## config.mk

```make
export PLATFORM = sky130hd
export DESIGN_NAME = m4_word_serializer
export DESIGN_NICKNAME = d
export VERILOG_FILES = /design/src/rtl/m4_frame_pkg.sv /design/src/rtl/m4_bit_tick.sv /design/src/rtl/m4_word_serializer.sv
export SDC_FILE = /design/constraint.sdc
export NUM_CORES = 1
export LEC_CHECK = 0
export ABC_AREA = 1
export BUFFER_PORTS_ARGS = -buffer_cell sky130_fd_sc_hd__clkbuf_2
export CORE_UTILIZATION = 59
export CTS_CLUSTER_SIZE = 12
export DETAILED_ROUTE_END_ITERATION = 7
export GPL_ROUTABILITY_DRIVEN = 0
export HOLD_SLACK_MARGIN = 0.15
export MAX_ROUTING_LAYER = met4
export PLACE_DENSITY_LB_ADDON = 0.1
export SLEW_MARGIN = 10
export SYNTH_ARGS = -nofsm -noshare
export SYNTH_HDL_FRONTEND = slang
export SYNTH_SLANG_ARGS = --single-unit
```

## constraint.sdc

```tcl
create_clock -name clk -period 2.1 [get_ports clk]
set_input_delay 0.105 -clock clk [delete_from_list [all_inputs] [get_ports clk]]
set_output_delay 0.105 -clock clk [all_outputs]
set_load 0.005 [all_outputs]
```

## src/rtl/m4_frame_pkg.sv

```systemverilog
// Shared frame geometry, serializer state encoding and pointer arithmetic
// for the M4 telemetry frame path.
package m4_frame_pkg;

  localparam int unsigned WORD_W = 12;
  localparam int unsigned PTR_W  = 9;
  localparam int unsigned GRP_W  = 5;
  localparam int unsigned WORDS  = 512;
  localparam int unsigned GROUPS = 32;

  typedef enum logic [1:0] {
    IDLE,
    PRIME,
    RUN
  } ser_state_t;

  typedef struct packed {
    logic [PTR_W-1:0] ptr;
    logic [GRP_W-1:0] grp;
  } frame_pos_t;

  // Next (pointer, group) pair; the group advances only when the pointer wraps.
  function automatic frame_pos_t ptr_next(
    input logic [PTR_W-1:0] ptr,
    input logic [GRP_W-1:0] grp,
    input int unsigned      words,
    input int unsigned      groups
  );
    frame_pos_t nxt;
    nxt.grp = grp;
    if (ptr == PTR_W'(words - 1)) begin
      nxt.ptr = '0;
      nxt.grp = (grp == GRP_W'(groups - 1)) ? '0 : grp + 1'b1;
    end else begin
      nxt.ptr = ptr + 1'b1;
    end
    return nxt;
  endfunction

endpackage

```

## src/rtl/m4_bit_tick.sv

```systemverilog
// Serial bit-period divider: counts 0..CLK_DIV-1 while running and flags the
// first and last clk of every bit period.
module m4_bit_tick #(
  parameter int unsigned CLK_DIV = 8
) (
  input  logic reset,
  input  logic clk,
  input  logic clear,
  input  logic run,
  output logic tick_first,
  output logic tick_last
);

  localparam int unsigned DIV_W = $clog2(CLK_DIV);

  logic [DIV_W-1:0] div_cnt;

  // Divider counter, held at zero while the serializer is idle.
  always_ff @(posedge clk or negedge reset) begin
    if (!reset) begin
      div_cnt <= '0;
    end else if (clear) begin
      div_cnt <= '0;
    end else if (run) begin
      div_cnt <= (div_cnt == DIV_W'(CLK_DIV - 1)) ? '0 : div_cnt + 1'b1;
    end
  end

  // Bit-period boundary flags, only meaningful while running.
  always_comb begin
    tick_first = run && (div_cnt == '0);
    tick_last  = run && (div_cnt == DIV_W'(CLK_DIV - 1));
  end

endmodule

```

## src/rtl/m4_word_serializer.sv

```systemverilog
// Pulls telemetry words from the M4 word filler in frame order and shifts
// them out MSB-first as a gapless NRZ stream, one bit every CLK_DIV clks.
module m4_word_serializer #(
  parameter int unsigned CLK_DIV = 8,
  parameter int unsigned WORD_W  = m4_frame_pkg::WORD_W,
  parameter int unsigned WORDS   = m4_frame_pkg::WORDS,
  parameter int unsigned GROUPS  = m4_frame_pkg::GROUPS
) (
  input  logic                           reset,
  input  logic                           clk,
  input  logic                           enable,
  input  logic [WORD_W-1:0]              data_word,
  output logic                           get_word,
  output logic [m4_frame_pkg::PTR_W-1:0] rd_ptr,
  output logic [m4_frame_pkg::GRP_W-1:0] cnt_grp,
  output logic                           sdata,
  output logic                           word_strobe,
  output logic                           frame_strobe,
  output logic                           busy
);

  import m4_frame_pkg::*;

  localparam int unsigned BIT_W = $clog2(WORD_W);

  ser_state_t        state;
  logic              get_d1;
  logic [WORD_W-1:0] shift;
  logic [WORD_W-1:0] hold;
  logic [PTR_W-1:0]  tag;
  logic [PTR_W-1:0]  hold_tag;
  logic [BIT_W-1:0]  bit_cnt;
  frame_pos_t        pos_next;
  logic              tick_clear;
  logic              tick_run;
  logic              tick_first;
  logic              tick_last;

  // Divider control follows the FSM state.
  always_comb begin
    tick_clear = (state == IDLE);
    tick_run   = (state == RUN);
    pos_next   = ptr_next(rd_ptr, cnt_grp, WORDS, GROUPS);
  end

  m4_bit_tick #(
    .CLK_DIV (CLK_DIV)
  ) u_tick (
    .reset      (reset),
    .clk        (clk),
    .clear      (tick_clear),
    .run        (tick_run),
    .tick_first (tick_first),
    .tick_last  (tick_last)
  );

  // Strobes are decoded from registered state (first clk of the MSB period),
  // so they line up with sdata without an extra pipeline stage.
  always_comb begin
    word_strobe  = tick_first && (bit_cnt == '0);
    frame_strobe = word_strobe && (tag == '0);
  end

  // Serializer FSM: request, capture, shift and prefetch.
  always_ff @(posedge clk or negedge reset) begin
    if (!reset) begin
      state    <= IDLE;
      get_word <= 1'b0;
      get_d1   <= 1'b0;
      rd_ptr   <= '0;
      cnt_grp  <= '0;
      sdata    <= 1'b0;
      busy     <= 1'b0;
      shift    <= '0;
      hold     <= '0;
      tag      <= '0;
      hold_tag <= '0;
      bit_cnt  <= '0;
    end else begin
      get_word <= 1'b0;
      if ((state != IDLE) && !enable) begin
        // Abandon the current word and any in-flight prefetch.
        state   <= IDLE;
        get_d1  <= 1'b0;
        rd_ptr  <= '0;
        cnt_grp <= '0;
        sdata   <= 1'b0;
        busy    <= 1'b0;
        shift   <= '0;
        hold    <= '0;
        bit_cnt <= '0;
      end else begin
        unique case (state)
          IDLE: begin
            get_d1 <= 1'b0;
            if (enable) begin
              get_word <= 1'b1;
              busy     <= 1'b1;
              state    <= PRIME;
            end
          end
          PRIME: begin
            get_d1 <= get_word;
            if (get_d1) begin
              shift   <= data_word;
              sdata   <= data_word[WORD_W-1];
              tag     <= rd_ptr;
              bit_cnt <= '0;
              rd_ptr  <= pos_next.ptr;
              cnt_grp <= pos_next.grp;
              state   <= RUN;
            end
          end
          RUN: begin
            get_d1 <= get_word;
            if (get_d1) begin
              hold     <= data_word;
              hold_tag <= rd_ptr;
              rd_ptr   <= pos_next.ptr;
              cnt_grp  <= pos_next.grp;
            end
            if (tick_last) begin
              if (bit_cnt == BIT_W'(WORD_W - 1)) begin
                shift   <= hold;
                sdata   <= hold[WORD_W-1];
                tag     <= hold_tag;
                bit_cnt <= '0;
              end else begin
                shift   <= {shift[WORD_W-2:0], 1'b0};
                sdata   <= shift[WORD_W-2];
                bit_cnt <= bit_cnt + 1'b1;
                if (bit_cnt == BIT_W'(WORD_W - 2)) begin
                  get_word <= 1'b1;
                end
              end
            end
          end
          default: state <= IDLE;
        endcase
      end
    end
  end

endmodule

```

==> metrics.md <==
| Metric | Value |
|---|---|
| Status | `complete, no violations` |
| P_leak | `2.186 nW` |
| Hold Path Stages | `4` |
| Fin Hold WS | `167.6 ps` |
| Final hold viol count | `0` |
| HPWL Detailed | `5174 µm` |
| Max frequency | `between 500 and 600 MHz` |
| Clock buffer depth | `2` |
| Core area | `5921 µm²` |
| Measured slew at the worst slew-check pin | `~450 ps` |
| RSZ-0062 raised after global routing | `yes` |
| CTS tree | `yes` |
| Placed Area | `3894 µm²` |
| Finished Cell Area | `4239 µm²` |
| Register area | `1702 µm²` |
| DR vias/cell | `5.231` |
| Sequential element share of the synthesized area | `46.99%` |
| CP Class | `reg -> out` |
| Count of different cell masters after synthesis | `32` |
| Max transition margin | `70.31%` |
| Pin count of the biggest net entering global routing | `between 50 and 60` |
| Num CTS Buffers | `9` |
| First-pass GRT wire length | `12920 µm` |
| Fin crit period | `slightly below 2000 ps` |
| Clock slew at reported path FFs | `70 ps` |
| Final period utilization | `93.56%` |
| Die Ht | `80.34 µm` |
| Die ar. | `6455 µm²` |
| Global Route Usage Sum | `a little over a quarter` |
| Number of global-route vias before repair | `slightly below 3000` |
| Setup TNS | `0 ps` |
| Worst Setup EP | `frame_strobe` |
| CP required | `2000 ps` |
| Worst skew pair latency | `350 ps` |
| Die width | `80.34 µm` |
| Total wirelength of the detailed-routed design | `7692 µm` |
| Area grow syn2layout | `17.07%` |
| Area of the multi-input gates | `1592 µm²` |
| N_diodes | `0` |
| Crit path max fanout | `6` |
| Drt wl/cell | `about 13 µm` |
| Sink Count | `68` |
| DR iter-0 viols | `159` |
| Core Rows | `28` |
| Ratio of cells with drive above 1 in the final layout | `19.92%` |
| Crit path arrival time | `1860 ps` |
| Drt pass-1 iters | `4` |
| Post-Syn Area | `3621 µm²` |
| DRC | `0` |
| Syn Nets | `between 400 and 500` |
| Final setup vio count | `0` |
| #FFs+latches synth | `68` |
| Slew Viols, Final | `0` |
| Final core occ | `71.60%` |
| GRT overflow | `0` |
| Worst setup EP type | `output pin` |
| Average size of a mapped cell | `about 8.2 µm²` |
| Total power | `0.004820 W` |
| Setup Skew | `14.62 ps` |
| R2r startpoint | `state[0]$_DFFE_PN0P_` |
| CTS H-Tree Depth | `3` |
| Startpoint Class | `flop` |
| Yosys warns | `0` |
| Worst hold-check path type | `in -> reg` |
| Layout Nets | `529` |
| Initial antenna violation count | `0` |
| Root Buffer Master | `clkbuf_8` |
| Hold path startpoint | `enable` |
| Max VDD drop | `0.7371 mV` |
| Number of nets still failing antenna checks after routing | `0` |
| R2R cell count | `10` |
| Worst r2r dst | `shift[9]$_DFFE_PN0P_` |
| Fill count | `456` |
| CP Launch Point | `state[0]$_DFFE_PN0P_` |
| Number of buffers added on ports | `33` |
| Io pins | `34` |
| Vias | `3018` |
| P per Cell Area | `1137 nW/µm²` |
| Initial Util | `about three fifths` |
| Max cap viols | `0` |
| Reg-to-reg setup timing slack | `approximately 140 ps` |
| Mapped Cells | `~440` |
-- kinds of logic (layout without fill, tap and decap cells) --
family | Yosys count | count (layout) | synth area share, %
muxes | 1 | 1 | 0.2764
AOI/OAI and AO/OA | 65 | 65 | 10.33
adders and majority gates | 17 | 17 | 5.874
and+or+nand+nor | 210 | 210 | 26.78
DFF | 68 | 68 | 46.99
xor gates and xnor gates | 2 | 2 | 0.4838
buffers and inverters | 76 | 139 | 9.260
-- metal layers --
| metal | vias up | wire length (µm) | GRT usage [%] |
|---|---|---|---|
| met1 | 1411 | 3741 | 33.68 |
| met2 | 51 | 3626 | 43.90 |
| met3 | 11 | 214 | 4.318 |
| met5 | - | 0 | - |
| met4 | 0 | 110 | 11.61 |
| li1 | 1545 | - | - |
-- state kept, by name, summed over array words and instances, names as in the netlist, 2 cells and up --
name and count:
state 2, hold_tag 9, hold 12, shift 11, rd_ptr 9, cnt_grp 5, tag 9, bit_cnt 4
u_tick.div_cnt 3
-- per-stage QoR --
| step | worst slack [ps] | cells |
|---|---|---|
| after floorplan | 229.8 | 439 |
| after global placement | 195.5 | 545 |
| after detailed placement | 37.46 | 545 |
| after CTS | 31.70 | 574 |
| after global routing | -6.064 | 577 |
| final | 135.2 | 577 |
-- cells in the mapped netlist (all sizes together) --
library cell,number,area [µm²]
a211oi,1,7.510
a21oi,7,35.03
buf,11,88.83
clkbuf,6,22.52
clkinv,1,3.750
dfrtp,68,1702
ha,17,212.7
inv,58,220.2
mux2i,1,10.01
nand2,127,524.3
nand3,41,227.7
nand4,15,93.84
nor2,21,91.33
nor3,4,20.02
nor4,1,6.260
o211ai,1,7.510
o21ai,45,255.3
o22ai,11,68.82
or2,1,6.260
xor2,2,17.52
-- worst max-delay path: stages, from the launching register on --
cell and delay [ps]:
dfrtp_1 420, inv_1 110, ha_2 270, buf_4 170, nand2_1 50, nor2_1 110, nand3_1 110, nor2_1 140
clkbuf_2 130
-- cells in the final DEF, fill, tap and decap left out, types with 2 or more instances in the layout --
| cell | count |
|---|---|
| nand2_1 | 112 |
| dfrtp_1 | 68 |
| inv_1 | 54 |
| nand3_1 | 38 |
| clkbuf_2 | 32 |
| o21ai_0 | 19 |
| nor2_1 | 18 |
| o21ai_1 | 18 |
| ha_1 | 16 |
| buf_4 | 16 |
| nand4_1 | 15 |
| dlygate4sd3_1 | 13 |
| nand2_2 | 12 |
| o22ai_1 | 11 |
| clkbuf_8 | 10 |
| o21ai_2 | 8 |
| a21oi_1 | 7 |
| nor3_1 | 4 |
| nand2_4 | 3 |
| inv_4 | 2 |
| nand3_2 | 2 |
| inv_2 | 2 |
| nor2_2 | 2 |
| xor2_1 | 2 |
| clkinv_2 | 2 |
| clkinvlp_4 | 2 |
| clkbuf_1 | 2 |
| buf_12 | 2 |
-- how the worst min path moves through the flow --
stage                                   endpoint  slack (ps)
final                         get_word$_DFF_PN0_         170
after global routing          get_word$_DFF_PN0_         200
after floorplan           bit_cnt[0]$_DFFE_PN0P_        -190
after CTS                     get_word$_DFF_PN0_         170
after global placement      hold[10]$_DFFE_PN0P_          70
after detailed placement    hold[10]$_DFFE_PN0P_          80
-- final cells by class --
cell class,count,share of cell area [%]
clock buffer,12,3.424
multi-input combinational,295,37.54
tap,75,2.214
inverter,59,5.342
timing repair buffer,64,10.74
sequential,68,40.14
clock inverter,4,0.5903
-- power by group --
part / leakage [nW] / total [W] / switching, W / internal (W)
clock network: 0.0824 / 0.000963 / 0.000506 / 0.000458
logic: 1.18 / 0.00204 / 0.00123 / 0.000808
registers: 0.924 / 0.00181 / 0.000215 / 0.00160
total: 2.19 / 0.00482 / 0.00196 / 0.00286
-- what timing repair did --
| action | in CTS | in global routing |
|---|---|---|
| hold endpoints to repair | 91 | 0 |
| resized for setup | 0 | 3 |
| endpoints found under the setup margin | 0 | 15 |
| setup buffers | 0 | 3 |
| hold buffers | 13 | 0 |
No activity file was read; power rests on OpenSTA's default activity.
